--- src/rtl/ext_bus_pkg.sv ---
// Shared encodings and helpers for the external SRAM/ROM bus sequencer.
package ext_bus_pkg;

  typedef logic [1:0] state_t;

  localparam state_t StIdle   = 2'd0;
  localparam state_t StSetup  = 2'd1;
  localparam state_t StStrobe = 2'd2;
  localparam state_t StHold   = 2'd3;

  localparam logic [19:0] RomSize  = 20'h800;
  localparam logic [3:0]  PageMask = 4'hF;

  // Page 0 of the 1 MiB space is RAM; every other page is ROM/IO.
  function automatic logic region_is_ram(input logic [19:0] addr);
    return (addr[19:16] & PageMask) == 4'h0;
  endfunction

  function automatic logic in_rom_window(input logic [19:0] addr, input logic [19:0] base);
    return (addr >= base) && (addr <= base + (RomSize - 20'd1));
  endfunction

endpackage

--- src/rtl/ext_bus_if.sv ---
// CPU request/response and external memory bus signals of the sequencer.
interface ext_bus_if;

  logic        cpu_req;
  logic [19:0] addr_ext;
  logic        cpu_rw;
  logic [7:0]  cpu_wdata;
  logic        cpu_mrdy;
  logic [7:0]  cpu_rdata;
  logic        rdata_valid;
  logic        overrun;
  logic        wp_err;
  logic [19:0] mem_addr;
  logic [7:0]  mem_dq_in;
  logic [7:0]  mem_dq_out;
  logic        mem_dq_oe;
  logic        mem_ce_n;
  logic        mem_oe_n;
  logic        mem_we_n;

  modport master (
    input  cpu_req, addr_ext, cpu_rw, cpu_wdata, mem_dq_in,
    output cpu_mrdy, cpu_rdata, rdata_valid, overrun, wp_err,
    output mem_addr, mem_dq_out, mem_dq_oe, mem_ce_n, mem_oe_n, mem_we_n
  );

  modport slave (
    output cpu_req, addr_ext, cpu_rw, cpu_wdata, mem_dq_in,
    input  cpu_mrdy, cpu_rdata, rdata_valid, overrun, wp_err,
    input  mem_addr, mem_dq_out, mem_dq_oe, mem_ce_n, mem_oe_n, mem_we_n
  );

endinterface

--- src/rtl/ext_bus_ws_counter.sv ---
// Wait-state counter: load, then decrement to zero and stop there.
module ext_bus_ws_counter (
  input  logic       clk,
  input  logic       rst,
  input  logic       load_i,
  input  logic [3:0] load_val_i,
  input  logic       dec_i,
  output logic       zero_o
);

  logic [3:0] cnt_q, cnt_d;

  always_comb begin
    cnt_d = cnt_q;
    if (load_i) begin
      cnt_d = load_val_i;
    end else if (dec_i && (cnt_q != 4'd0)) begin
      cnt_d = cnt_q - 4'd1;
    end
  end

  always_ff @(posedge clk) begin
    if (rst) begin
      cnt_q <= 4'd0;
    end else begin
      cnt_q <= cnt_d;
    end
  end

  assign zero_o = (cnt_q == 4'd0);

endmodule

--- src/rtl/ext_bus_sequencer.sv ---
// Runs one CPU request on the async external bus with per-region wait states.
// Optional write protection of the boot-ROM window: EXT_BUS_WRITE_PROTECT_EN.
module ext_bus_sequencer
  import ext_bus_pkg::*;
#(
  parameter logic [3:0]  WS_LO    = 4'd1,
  parameter logic [3:0]  WS_HI    = 4'd3,
  parameter logic [19:0] ROM_BASE = 20'h10800
) (
  input logic         clk,
  input logic         rst,
  ext_bus_if.master   bus
);

`ifdef EXT_BUS_WRITE_PROTECT_EN
  localparam bit WpEn = 1'b1;
`else
  localparam bit WpEn = 1'b0;
`endif

  state_t      state_q, state_d;
  logic        rw_q, rw_d;
  logic [3:0]  ws_q, ws_d;
  logic        wp_q, wp_d;
  logic [19:0] mem_addr_q, mem_addr_d;
  logic [7:0]  dq_out_q, dq_out_d;
  logic        dq_oe_q, dq_oe_d;
  logic        ce_n_q, ce_n_d;
  logic        oe_n_q, oe_n_d;
  logic        we_n_q, we_n_d;
  logic        mrdy_q, mrdy_d;
  logic [7:0]  rdata_q, rdata_d;
  logic        rdata_valid_q, rdata_valid_d;
  logic        overrun_q, overrun_d;
  logic        wp_err_q, wp_err_d;
  logic        cnt_zero;
  logic        wp_hit;

  ext_bus_ws_counter u_ws_counter (
    .clk        (clk),
    .rst        (rst),
    .load_i     (state_q == StSetup),
    .load_val_i (ws_q),
    .dec_i      (state_q == StStrobe),
    .zero_o     (cnt_zero)
  );

  assign wp_hit = WpEn & ~bus.cpu_rw & in_rom_window(bus.addr_ext, ROM_BASE);

  always_comb begin
    state_d       = state_q;
    rw_d          = rw_q;
    ws_d          = ws_q;
    wp_d          = wp_q;
    mem_addr_d    = mem_addr_q;
    dq_out_d      = dq_out_q;
    dq_oe_d       = dq_oe_q;
    ce_n_d        = ce_n_q;
    oe_n_d        = oe_n_q;
    we_n_d        = we_n_q;
    mrdy_d        = mrdy_q;
    rdata_d       = rdata_q;
    rdata_valid_d = 1'b0;
    wp_err_d      = 1'b0;
    // A request landing on the HOLD->IDLE edge is still treated as busy.
    overrun_d     = overrun_q | (bus.cpu_req & (state_q != StIdle));

    case (state_q)
      StIdle: begin
        if (bus.cpu_req) begin
          state_d    = StSetup;
          rw_d       = bus.cpu_rw;
          ws_d       = region_is_ram(bus.addr_ext) ? WS_LO : WS_HI;
          wp_d       = wp_hit;
          mem_addr_d = bus.addr_ext;
          ce_n_d     = 1'b0;
          mrdy_d     = 1'b0;
          dq_oe_d    = ~bus.cpu_rw & ~wp_hit;
          if (!bus.cpu_rw) begin
            dq_out_d = bus.cpu_wdata;
          end
        end
      end
      StSetup: begin
        state_d = StStrobe;
        oe_n_d  = ~rw_q;
        we_n_d  = rw_q | wp_q;
      end
      StStrobe: begin
        if (cnt_zero) begin
          state_d  = StHold;
          oe_n_d   = 1'b1;
          we_n_d   = 1'b1;
          wp_err_d = wp_q;
          if (rw_q) begin
            rdata_d       = bus.mem_dq_in;
            rdata_valid_d = 1'b1;
          end
        end
      end
      StHold: begin
        state_d = StIdle;
        mrdy_d  = 1'b1;
        ce_n_d  = 1'b1;
        dq_oe_d = 1'b0;
      end
      default: state_d = StIdle;
    endcase
  end

  always_ff @(posedge clk) begin
    if (rst) begin
      state_q       <= StIdle;
      rw_q          <= 1'b1;
      ws_q          <= 4'd0;
      wp_q          <= 1'b0;
      mem_addr_q    <= 20'd0;
      dq_out_q      <= 8'd0;
      dq_oe_q       <= 1'b0;
      ce_n_q        <= 1'b1;
      oe_n_q        <= 1'b1;
      we_n_q        <= 1'b1;
      mrdy_q        <= 1'b1;
      rdata_q       <= 8'd0;
      rdata_valid_q <= 1'b0;
      overrun_q     <= 1'b0;
      wp_err_q      <= 1'b0;
    end else begin
      state_q       <= state_d;
      rw_q          <= rw_d;
      ws_q          <= ws_d;
      wp_q          <= wp_d;
      mem_addr_q    <= mem_addr_d;
      dq_out_q      <= dq_out_d;
      dq_oe_q       <= dq_oe_d;
      ce_n_q        <= ce_n_d;
      oe_n_q        <= oe_n_d;
      we_n_q        <= we_n_d;
      mrdy_q        <= mrdy_d;
      rdata_q       <= rdata_d;
      rdata_valid_q <= rdata_valid_d;
      overrun_q     <= overrun_d;
      wp_err_q      <= wp_err_d;
    end
  end

  assign bus.cpu_mrdy    = mrdy_q;
  assign bus.cpu_rdata   = rdata_q;
  assign bus.rdata_valid = rdata_valid_q;
  assign bus.overrun     = overrun_q;
  assign bus.wp_err      = wp_err_q;
  assign bus.mem_addr    = mem_addr_q;
  assign bus.mem_dq_out  = dq_out_q;
  assign bus.mem_dq_oe   = dq_oe_q;
  assign bus.mem_ce_n    = ce_n_q;
  assign bus.mem_oe_n    = oe_n_q;
  assign bus.mem_we_n    = we_n_q;

endmodule

--- src/flat_wrapper.sv ---
// flat-port wrapper written by rule: the top's interface ports become plain ports
module ext_bus_sequencer_flat import ext_bus_pkg::*;
#(
  parameter logic [3:0]  WS_LO    = 4'd1,
  parameter logic [3:0]  WS_HI    = 4'd3,
  parameter logic [19:0] ROM_BASE = 20'h10800
)
  (clk, rst, bus_cpu_req, bus_addr_ext, bus_cpu_rw, bus_cpu_wdata, bus_mem_dq_in, bus_cpu_mrdy, bus_cpu_rdata, bus_rdata_valid, bus_overrun, bus_wp_err, bus_mem_addr, bus_mem_dq_out, bus_mem_dq_oe, bus_mem_ce_n, bus_mem_oe_n, bus_mem_we_n);
  ext_bus_if bus_i ();
  input logic clk;
  input logic rst;
  input wire logic [$bits(bus_i.cpu_req)-1:0] bus_cpu_req;
  input wire logic [$bits(bus_i.addr_ext)-1:0] bus_addr_ext;
  input wire logic [$bits(bus_i.cpu_rw)-1:0] bus_cpu_rw;
  input wire logic [$bits(bus_i.cpu_wdata)-1:0] bus_cpu_wdata;
  input wire logic [$bits(bus_i.mem_dq_in)-1:0] bus_mem_dq_in;
  output wire logic [$bits(bus_i.cpu_mrdy)-1:0] bus_cpu_mrdy;
  output wire logic [$bits(bus_i.cpu_rdata)-1:0] bus_cpu_rdata;
  output wire logic [$bits(bus_i.rdata_valid)-1:0] bus_rdata_valid;
  output wire logic [$bits(bus_i.overrun)-1:0] bus_overrun;
  output wire logic [$bits(bus_i.wp_err)-1:0] bus_wp_err;
  output wire logic [$bits(bus_i.mem_addr)-1:0] bus_mem_addr;
  output wire logic [$bits(bus_i.mem_dq_out)-1:0] bus_mem_dq_out;
  output wire logic [$bits(bus_i.mem_dq_oe)-1:0] bus_mem_dq_oe;
  output wire logic [$bits(bus_i.mem_ce_n)-1:0] bus_mem_ce_n;
  output wire logic [$bits(bus_i.mem_oe_n)-1:0] bus_mem_oe_n;
  output wire logic [$bits(bus_i.mem_we_n)-1:0] bus_mem_we_n;
  assign bus_i.cpu_req = bus_cpu_req;
  assign bus_i.addr_ext = bus_addr_ext;
  assign bus_i.cpu_rw = bus_cpu_rw;
  assign bus_i.cpu_wdata = bus_cpu_wdata;
  assign bus_i.mem_dq_in = bus_mem_dq_in;
  assign bus_cpu_mrdy = bus_i.cpu_mrdy;
  assign bus_cpu_rdata = bus_i.cpu_rdata;
  assign bus_rdata_valid = bus_i.rdata_valid;
  assign bus_overrun = bus_i.overrun;
  assign bus_wp_err = bus_i.wp_err;
  assign bus_mem_addr = bus_i.mem_addr;
  assign bus_mem_dq_out = bus_i.mem_dq_out;
  assign bus_mem_dq_oe = bus_i.mem_dq_oe;
  assign bus_mem_ce_n = bus_i.mem_ce_n;
  assign bus_mem_oe_n = bus_i.mem_oe_n;
  assign bus_mem_we_n = bus_i.mem_we_n;
  ext_bus_sequencer #(.WS_LO(WS_LO), .WS_HI(WS_HI), .ROM_BASE(ROM_BASE)) u_core (.clk(clk), .rst(rst), .bus(bus_i));
endmodule
--- config.mk ---
export PLATFORM = sky130hd
export DESIGN_NAME = ext_bus_sequencer_flat
export DESIGN_NICKNAME = d
export VERILOG_FILES = /design/src/rtl/ext_bus_pkg.sv /design/src/rtl/ext_bus_if.sv /design/src/rtl/ext_bus_ws_counter.sv /design/src/rtl/ext_bus_sequencer.sv /design/src/flat_wrapper.sv
export SDC_FILE = /design/constraint.sdc
export NUM_CORES = 1
export LEC_CHECK = 0
export CAP_MARGIN = 40
export CORE_UTILIZATION = 38
export CTS_CLUSTER_SIZE = 8
export DETAILED_ROUTE_END_ITERATION = 10
export PLACE_DENSITY = 0.86
export SLEW_MARGIN = 20
export SYNTH_ARGS = -nofsm -noshare
export SYNTH_HDL_FRONTEND = slang
export SYNTH_SLANG_ARGS = --single-unit
--- constraint.sdc ---
create_clock -name clk -period 1.4 [get_ports clk]
set_input_delay 0.28 -clock clk [delete_from_list [all_inputs] [get_ports clk]]
set_output_delay 0.28 -clock clk [all_outputs]
set_load 0.02 [all_outputs]
## Word-level counts from Yosys, hierarchy flattened

Index checks and enable logic that the tools add are counted.
Widths: inputs -> output; s select.

- Flip-flop bits (word level): 53
- Logic and storage cells: 55
- Input bits: 40
- Output and inout port bits: 44

- Mux-type cells: 14
- Add/sub/neg operators: 1
- Bitwise logic cells: 6
- Equal/unequal tests: 5
- Reductions and logical operators: 16

Operators with widths:

| cell | number |
|---|---|
| $logic_not 4->1 | 2 |
| $mux 4 | 2 |
| $pmux 1 s2 | 4 |
| $pmux 2 s4 | 1 |
| $reduce_and 2->1 | 4 |
| $reduce_bool 2->1 | 4 |
| $mux 2 | 3 |
| $reduce_and 3->1 | 2 |
| $eq 2x2->1 const B | 2 |
| $mux 1 | 4 |
| $not 1->1 | 4 |
| $reduce_bool 4->1 | 1 |
| $sub 4x1->4 const B | 1 |
| $reduce_or 3->1 | 1 |
| $eq 2x1->1 const B | 1 |
| $logic_not 2->1 | 1 |
| $ne 2x1->1 const B | 1 |
| $ne 2x2->1 const B | 1 |
| $and 1x1->1 | 1 |
| $logic_and 1x1->1 | 1 |
| $or 1x1->1 | 1 |

## Longest topological paths before layout

Gate-level depths: netlist (run 1).

- Depth after elaboration: 4
- Mapped depth: 7
- Mapped depth without buffers: 5

## Modules after synthesis

Synthesis (run 1) repeated with hierarchy kept, for this count alone.

- Cells, all modules: 248
- Area, all modules: 2053.2 sq um

By module, submodules not included:

| module | seq. area each (sq um) | cells an instance | instances | area an instance (sq um) |
|---|---|---|---|---|
| ext_bus_sequencer | 940.9 | 219 | 1 | 1790.5 |
| ext_bus_ws_counter | 80.1 | 29 | 1 | 262.8 |

## Worst setup path after synthesis (run 1)

Ideal clock, no wire load.

- Kind: register to register
- Start: reg u_core.state_q[0]
- End: reg u_core.u_ws_counter.cnt_q[2]
- Data arrival time: 1426 ps
- Library setup time: 80 ps
- Period minus slack after synthesis: 1506 ps
- Slack: -106 ps
- Cell stages (with the launch flop): 7
- Cell sequence: dfxtp_1 -> inv_1 -> ha_1 -> buf_6 -> inv_2 -> or4_1 -> a211oi_2

- Word-level cells in the longest chain between the ends: 3

Ends and longest elaborated chain:

| what | RTL line | text |
|---|---|---|
| from (decl) | ext_bus_sequencer.sv:21 | `state_t state_q, state_d;` |
| from (signal assigned) | ext_bus_sequencer.sv:113 | `state_q <= StIdle;` |
| from (signal assigned) | ext_bus_sequencer.sv:129 | `state_q <= state_d;` |
| $eq 2x2->1 | ext_bus_sequencer.sv:44 | `.dec_i (state_q == StStrobe),` |
| $logic_and 1x1->1 | ext_bus_ws_counter.sv:17 | `end else if (dec_i && (cnt_q != 4'd0)) begin` |
| $reduce_bool 2->1 (no source line) | n/a |  |
| to (signal assigned) | ext_bus_ws_counter.sv:26 | `cnt_q <= cnt_d;` |
| to (decl) | ext_bus_ws_counter.sv:11 | `logic [3:0] cnt_q, cnt_d;` |

Several ways; a longest one is shown, not always the timed one.
A chain may end at the register's enable or synchronous reset.

## Worst setup path in the final report (run 1)

- Start: reg u_core.u_ws_counter.cnt_q[0]
- End: reg u_core.u_ws_counter.cnt_q[1]

- Word-level cells in the longest chain between the ends: 3

Ends and longest elaborated chain:

| what | RTL line |
|---|---|
| $sub 4x1->4 or $reduce_bool 4->1 (tied branches) | ext_bus_ws_counter.sv:18, ext_bus_ws_counter.sv:17 |
| $mux 4 or $logic_and 1x1->1 (tied branches) | ext_bus_ws_counter.sv:17 |
| $mux 4 or $reduce_bool 2->1 (tied branches) | n/a |

Several ways; a longest one is shown, not always the timed one. The select of a mux whose other input is x is not followed.

==> flow_summary.yaml, run 1 <==
worst_setup_path:
  cp_slowest_cell: "or3b_4"
  path_cells: "inv_4 -> ha_4 -> or3b_4 -> a2111oi_4 -> a311o_1"
  r2r-start: "u_core.u_ws_counter.cnt_q[0]"
  crit_required_ns: 1.65
  crit_family: "compound AO/OA/AOI/OAI gates"
  cp.buffers_inverters: 1
  crit_type: "reg -> reg"
  r2r_cells: 5
  crit_arrival_ns: 1.71
  critical_path_peak_fanout: 5
  max_stage_delay_ns: 0.42
  cp-end-kind: "flip-flop"
  r2r-end: "u_core.u_ws_counter.cnt_q[1]"
  start_kind: "flip-flop"
  worst-r2r-setup-slack_ns: -0.06
run:
  cap_violations: 0
drt:
  detail_route.wl_per_cell_um: 13.00
  dr.pass1.iters: 4
  vias_per_cell: 4.807
  dr.max_layer_used: "met4"
  wl_met2_um: 2764
  wl_met3_um: 311
  routed_wl_um: 5318
  dr.first_iter.drc_count: 87
  wl_met1_um: 2194
  postRouteAntennaNets: 0
  drc: 0
  vias: 1966
power_and_ir_drop:
  p_seq_frac: 0.317
  vdd_drop_max_uv: 1042
  power_density_mw_per_mm2: 1840
  intPower_mw: 3.864
  p_leak_nw: 1.492
  power_frac_clock: 0.194
  power.share.combinational: 0.488
  switching_share: 0.3706
  report.power.total_mw: 6.139
  p_sw_mw: 2.275
clock_tree:
  cts_num_sinks: 51
  postCtsHoldBufs: 0
  cts-root-buf: "clkbuf_8"
  path_clk_slew_ns: 0.09
  clk_latency_ns: 0.30
  cts_buffers: 5
  clockBufferDepth: 2
  htree_levels: 2
  cts_tree: "done"
timing:
  rsz0062_at_grt: "true"
  hold_ws_ns: 0.3030
  setup_ws_ns: -0.06158
  final-setup-viol-count: 12
  tns_ns: -0.2897
  finalCritPeriodShare: 1.044
  fin_crit_ns: 1.462
  max_freq_mhz: 684.2
  skew_ns: 0.005279
  slew_violations: 0
  hold_viol: 0
yosys:
  synth-seq-cells: 51
  netlist_instances: 239
  synth.distinct_cells: 34
  synthDominantCellAreaShare: 0.4988
  syn_nets: 285
  ys.flop_type: "dfxtp_1"
  synth_area_leader_cell: "dfxtp_1"
  synth_top_cells_by_area: "dfxtp_1, nand2_1, a21oi_1, mux2i_1, ha_1"
  synth_edf_count: 0
  synth_seq_area_share: 0.4988
  async_reset_ff_frac: 0
  netlist_area_sq_mm: 0.002047
  synth_warnings: 0
  syn_avg_cell_area_sq_um: 8.565
die:
  die_h_um: 75.40
  pin_count: 84
  die-area_sq_mm: 0.005684
  fp.dieW_um: 75.40
  rows: 26
  initial_core_util: 0.3982
  core_area_sq_mm: 0.005140
placement:
  port_buffers: 82
  gp_congestion: 0.7798
  dp_hpwl_um: 3695
  place_ws_ns: -0.2032
grt:
  grt_max_degree: 26
  grt_pass1_wl_um: 8293
  overflow: 0
  grt_pass1_vias: 1947
  antenna_found_initial: 0
  grt_usage: 0.1890
outcome:
  status: "complete, but fails checks"
  failed_checks: "negative setup slack"
finish:
  drive_above_1_share: 0.1917
  final_nets: 384
  syn_to_final_growth_pct: 62.96
  n_antenna_cell: 0
  fin_util: 0.6490
min_path:
  holdPathStages: 2
  holdCritStartpoint: "rst"
  worstHoldPathType: "in -> reg"
  worstHoldEndpoint: "u_core.u_ws_counter.cnt_q[0]"
[metrics by stage]
stage               instance area (sq um)  instances
floorplan                            2096        239
global placement                     3068        392
detailed placement                   3068        392
CTS                                  3211        404
global route                         3336        409
finish                               3336        409
[cell usage in the layout, fill, tap and decap left out, types with 5 or more instances in the layout]
master / count
clkbuf_8: 5
mux2i_1: 9
nand3_1: 9
nor2_1: 17
nand2b_1: 5
a21oi_1: 31
buf_4: 22
inv_1: 6
dlygate4sd2_1: 43
dfxtp_1: 48
o21ai_2: 6
clkdlybuf4s50_1: 38
nand2_1: 43
[worst max path at each step]
| stage | from | endpoint | slack (ns) | cells after the start |
|---|---|---|---|---|
| floorplan | u_core.state_q[0] | u_core.u_ws_counter.cnt_q[2] | -0.01 | 6 |
| global placement | bus_cpu_req | u_core.bus.mem_addr[6] | -0.12 | 5 |
| detailed placement | bus_cpu_req | u_core.bus.mem_addr[4] | -0.20 | 5 |
| CTS | u_core.u_ws_counter.cnt_q[0] | u_core.u_ws_counter.cnt_q[1] | -0.06 | 5 |
| global route | u_core.u_ws_counter.cnt_q[0] | u_core.u_ws_counter.cnt_q[1] | -0.14 | 5 |
| finish | u_core.u_ws_counter.cnt_q[0] | u_core.u_ws_counter.cnt_q[1] | -0.06 | 5 |
[sequential cells by signal, summed over array words and instances, names as in the netlist]
name / count
u_core.bus.mem_addr: 20
u_core.bus.cpu_rdata: 8
u_core.bus.mem_dq_out: 8
u_core.u_ws_counter.cnt_q: 4
u_core.state_q: 2
u_core.ws_q: 2
u_core.bus.mem_ce_n: 1
u_core.bus.mem_dq_oe: 1
u_core.bus.mem_oe_n: 1
u_core.bus.mem_we_n: 1
u_core.bus.overrun: 1
u_core.bus.rdata_valid: 1
u_core.rw_q: 1
[worst register-to-register path, delay by kind of cell (launching register included)]
family	cells	cell delay (ns)
AND/OR/NAND/NOR	1	0.42
flip-flops	1	0.35
adder cells (fa/ha/maj)	1	0.13
buffers and inverters	1	0.07
AO/OA/AOI/OAI	2	0.44
[power by group through the flow]
stage / registers (mW) / clock network [mW] / logic (mW)
after floorplan: 2.22 / 0 / 1.28
after global placement: 1.94 / 0 / 2.55
after detailed placement: 1.96 / 0 / 2.63
after CTS: 1.93 / 1.22 / 2.64
after global routing: 1.98 / 1.27 / 3.28
final: 1.95 / 1.19 / 3.00
[metal layers]
| metal | vias to the layer above | global-route usage |
|---|---|---|
| li1 | 999 | - |
| met1 | 903 | 0.2053 |
| met2 | 58 | 0.3571 |
| met3 | 6 | 0.05423 |
| met4 | 0 | 0.05144 |
| met5 | - | 0 |
[Yosys cell counts (2+ instances only)]
cell type	n
a32oi_1	2
buf_4	2
dfxtp_1	51
o21ai_0	12
nor2_1	17
mux2i_1	10
nand2b_1	5
ha_1	6
nor3_1	4
nand3b_1	2
nand3_1	9
inv_1	9
nand2_1	44
and2_0	2
a21oi_1	32
clkbuf_1	9
buf_2	6
[cell type report]
class | count | area, sq um
clock buffers | 6 | 72.57
clock inverters | 2 | 60.06
fillers | 441 | 1804
inverters | 10 | 42.54
multi-input cells | 159 | 1031
flip-flops and latches | 51 | 1025
well taps | 70 | 87.58
repair buffers | 111 | 1017
[kinds of logic (layout without fill, tap and decap cells)]
family | count (synthesis) | after routing | synth area share
simple gates | 86 | 86 | 0.1852
flops | 51 | 51 | 0.4988
mux | 10 | 10 | 0.04890
other cells | 1 | 1 | 0.001832
fa+ha+maj | 6 | 6 | 0.03667
buf+inv | 29 | 129 | 0.06478
compound gates | 56 | 56 | 0.1638
[repair_timing]
action	in CTS	in global routing
gates cloned	1	1
gates resized for setup	56	21
setup endpoints to repair	81	41
endpoints found under the hold margin	0	0
buffers inserted	3	4
pin swaps	4	7
Power figures use the tool's default switching activity.
==> inputs of run 2 (changes only) <==
--- a/config.mk
+++ b/config.mk
@@ -13,4 +13,5 @@
 export SLEW_MARGIN = 20
 export SYNTH_ARGS = -nofsm -noshare
 export SYNTH_HDL_FRONTEND = slang
+export SYNTH_HIERARCHICAL = 1
 export SYNTH_SLANG_ARGS = --single-unit
==> flow_summary.yaml, run 2 <==
outcome:
  status: "complete, but fails checks"
  failed_checks: "negative setup slack"
power_and_ir_drop:
  vdd_drop_max_uv: 908.7
  report.power.total_mw: 5.909
  power_density_mw_per_mm2: 1763
  p_leak_nw: 1.439
timing:
  hold_ws_ns: 0.3699
  skew_ns: 0.007107
  max_freq_mhz: 625.7
  slew_violations: 0
  fin_crit_ns: 1.598
  finalCritPeriodShare: 1.141
  tns_ns: -2.007
  final-setup-viol-count: 15
  hold_viol: 0
  setup_ws_ns: -0.1981
  rsz0062_at_grt: "true"
worst_setup_path:
  r2r-end: "u_core/u_ws_counter/cnt_q[0]"
  crit_required_ns: 1.61
  crit_type: "reg -> reg"
  crit_path_start: "u_core/u_ws_counter/cnt_q[0]"
  cp-end-kind: "flip-flop"
  start_kind: "flip-flop"
  r2r_cells: 6
  worst-r2r-setup-slack_ns: -0.20
  r2r-start: "u_core/u_ws_counter/cnt_q[0]"
  crit_arrival_ns: 1.81
  endpoint: "u_core/u_ws_counter/cnt_q[0]"
  critical_path_peak_fanout: 4
yosys:
  synth_top_cells_by_area: "dfxtp_1, nand2_1, a21oi_1, ha_1, nor2_1"
  synth_edf_count: 0
  syn_avg_cell_area_sq_um: 8.279
  ys_top_cells_by_count: "nand2_1, dfxtp_1, a21oi_1"
  synth.distinct_cells: 33
  netlist_instances: 248
  synth-seq-cells: 51
  netlist_area_sq_mm: 0.002053
  yosys.cell_count.top_type: "nand2_1"
  ys.flop_type: "dfxtp_1"
  synth_seq_area_share: 0.4973
  synth_warnings: 6
  synthDominantCellAreaShare: 0.4973
  async_reset_ff_frac: 0
  synth_area_leader_cell: "dfxtp_1"
die:
  die-area_sq_mm: 0.005701
  core_area_sq_mm: 0.005140
  fp.dieW_um: 75.51
  rows: 26
  pin_count: 84
  die_h_um: 75.51
  initial_core_util: 0.3995
finish:
  layout_commonest_cell: "nand2_1"
  syn_to_final_growth_pct: 63.19
  layout_common_cells: "nand2_1, dfxtp_1, dlygate4sd2_1"
  drive_above_1_share: 0.2197
  largest_reg_flops: 20
  final_nets: 400
  n_antenna_cell: 0
  fill_cells: 418
placement:
  gp_congestion: 0.8270
  port_buffers: 82
  dp_hpwl_um: 3785
grt:
  grt_pass1_wl_um: 8431
  grt_pass1_vias: 1945
  antenna_found_initial: 0
  grt_max_degree: 22
  grt_usage: 0.1977
  overflow: 0
drt:
  detail_route.wl_per_cell_um: 12.68
  vias_per_cell: 4.885
  dr.first_iter.drc_count: 74
  postRouteAntennaNets: 0
  routed_wl_um: 5389
  drc: 0
  dr.pass1.iters: 5
  vias: 2076
run:
  cap_violations: 0
clock_tree:
  cts_buffers: 5
  htree_levels: 2
  clk_latency_ns: 0.31
  clockBufferDepth: 2
  cts-root-buf: "clkbuf_8"
  cts_tree: "done"
  cts_num_sinks: 51
  path_clk_slew_ns: 0.10
  postCtsHoldBufs: 0
min_path:
  worstHoldPathType: "in -> reg"
run 2: cell count changes in the layout (fill, tap and decap cells not counted), moves of 3 or more:
cell and change:
a21oi_1 +5, inv_1 -5, nand2_2 +4, a21oi_2 +5
mux2i_1 -8, nor2_1 -4, nand3_1 -8, inv_2 +3
o21ai_2 -6, nand2_1 +28
run 2: stage by stage:
stage	area (sq um)	cells	setup WS [ns]	utilization
3_3_place_gp	3073	409	-0.1368	0.5979
3_5_place_dp	3073	409	-0.2154	0.5979
6_report	3351	425	-0.1981	0.6519
2_1_floorplan	2083	250	-0.1680	-
5_1_grt	3351	425	-0.2657	0.6519
4_1_cts	3218	421	-0.1690	0.6261
run 2: layer usage:
| metal | part of all wire | wire, um | vias to the layer above | track usage |
|---|---|---|---|---|
| met1 | 0.41 | 2229 | 950 | 0.2168 |
| li1 | - | - | 1038 | - |
| met2 | 0.49 | 2655 | 81 | 0.3403 |
| met5 | 0 | 0 | - | 0 |
| met3 | 0.078 | 418 | 7 | 0.06481 |
| met4 | 0.016 | 86 | 0 | 0.1049 |
run 2: worst min path at each step:
stage | cells after the start | startpoint | slack, ns | to
after floorplan | 1 | rst | 0.35 | u_core/u_ws_counter/cnt_q[0]
after global placement | 2 | u_core/bus.mem_dq_out[0] | 0.44 | u_core/bus.mem_dq_out[0]
after detailed placement | 2 | u_core/bus.mem_addr[19] | 0.45 | u_core/bus.mem_addr[19]
after CTS | 3 | rst | 0.37 | u_core/bus.mem_we_n
after global routing | 3 | rst | 0.40 | u_core/bus.mem_we_n
final | 3 | rst | 0.37 | u_core/bus.mem_we_n
run 2: power by group:
part / total (mW) / switching, mW / internal [mW]
Combinational: 3.03 / 1.56 / 1.48
Sequential: 1.99 / 0.207 / 1.78
Clock: 0.890 / 0.521 / 0.368
run 2: cell type report:
type	count	area (sq um)	area share
Clock buffer	5	68.82	0.02054
Clock inverter	3	26.28	0.007842
Inverter	7	28.78	0.008589
Multi-Input combinational cell	177	1077	0.3215
Sequential cell	51	1028	0.3069
Tap cell	70	87.58	0.02614
Timing Repair Buffer	112	1033	0.3084
run 2: repair_timing:
action / 4_1_cts / 5_1_grt
resized for setup: 63 / 23
buffers inserted: 3 / 2
setup endpoints to repair: 89 / 42
pin swaps: 4 / 7
gates cloned: 1 / 2
run 2: critical path, cell delays in order (launching register included):
cell and delay, ns:
dfxtp_2 0.35, inv_2 0.07, ha_4 0.12, or3b_4 0.40
buf_6 0.14, a21o_1 0.15, a311oi_2 0.26
run 2: cells by family (layout without fill, tap and decap cells):
kind of cell	Yosys count	count (layout)	share of synthesized area
AND/OR/NAND/NOR	111	112	0.2383
AO/OA/AOI/OAI	54	54	0.1566
flip-flops	51	51	0.4973
buffers and inverters	23	127	0.05972
adder cells (fa/ha/maj)	6	6	0.03656
multiplexers	2	2	0.009751
other	1	3	0.001826
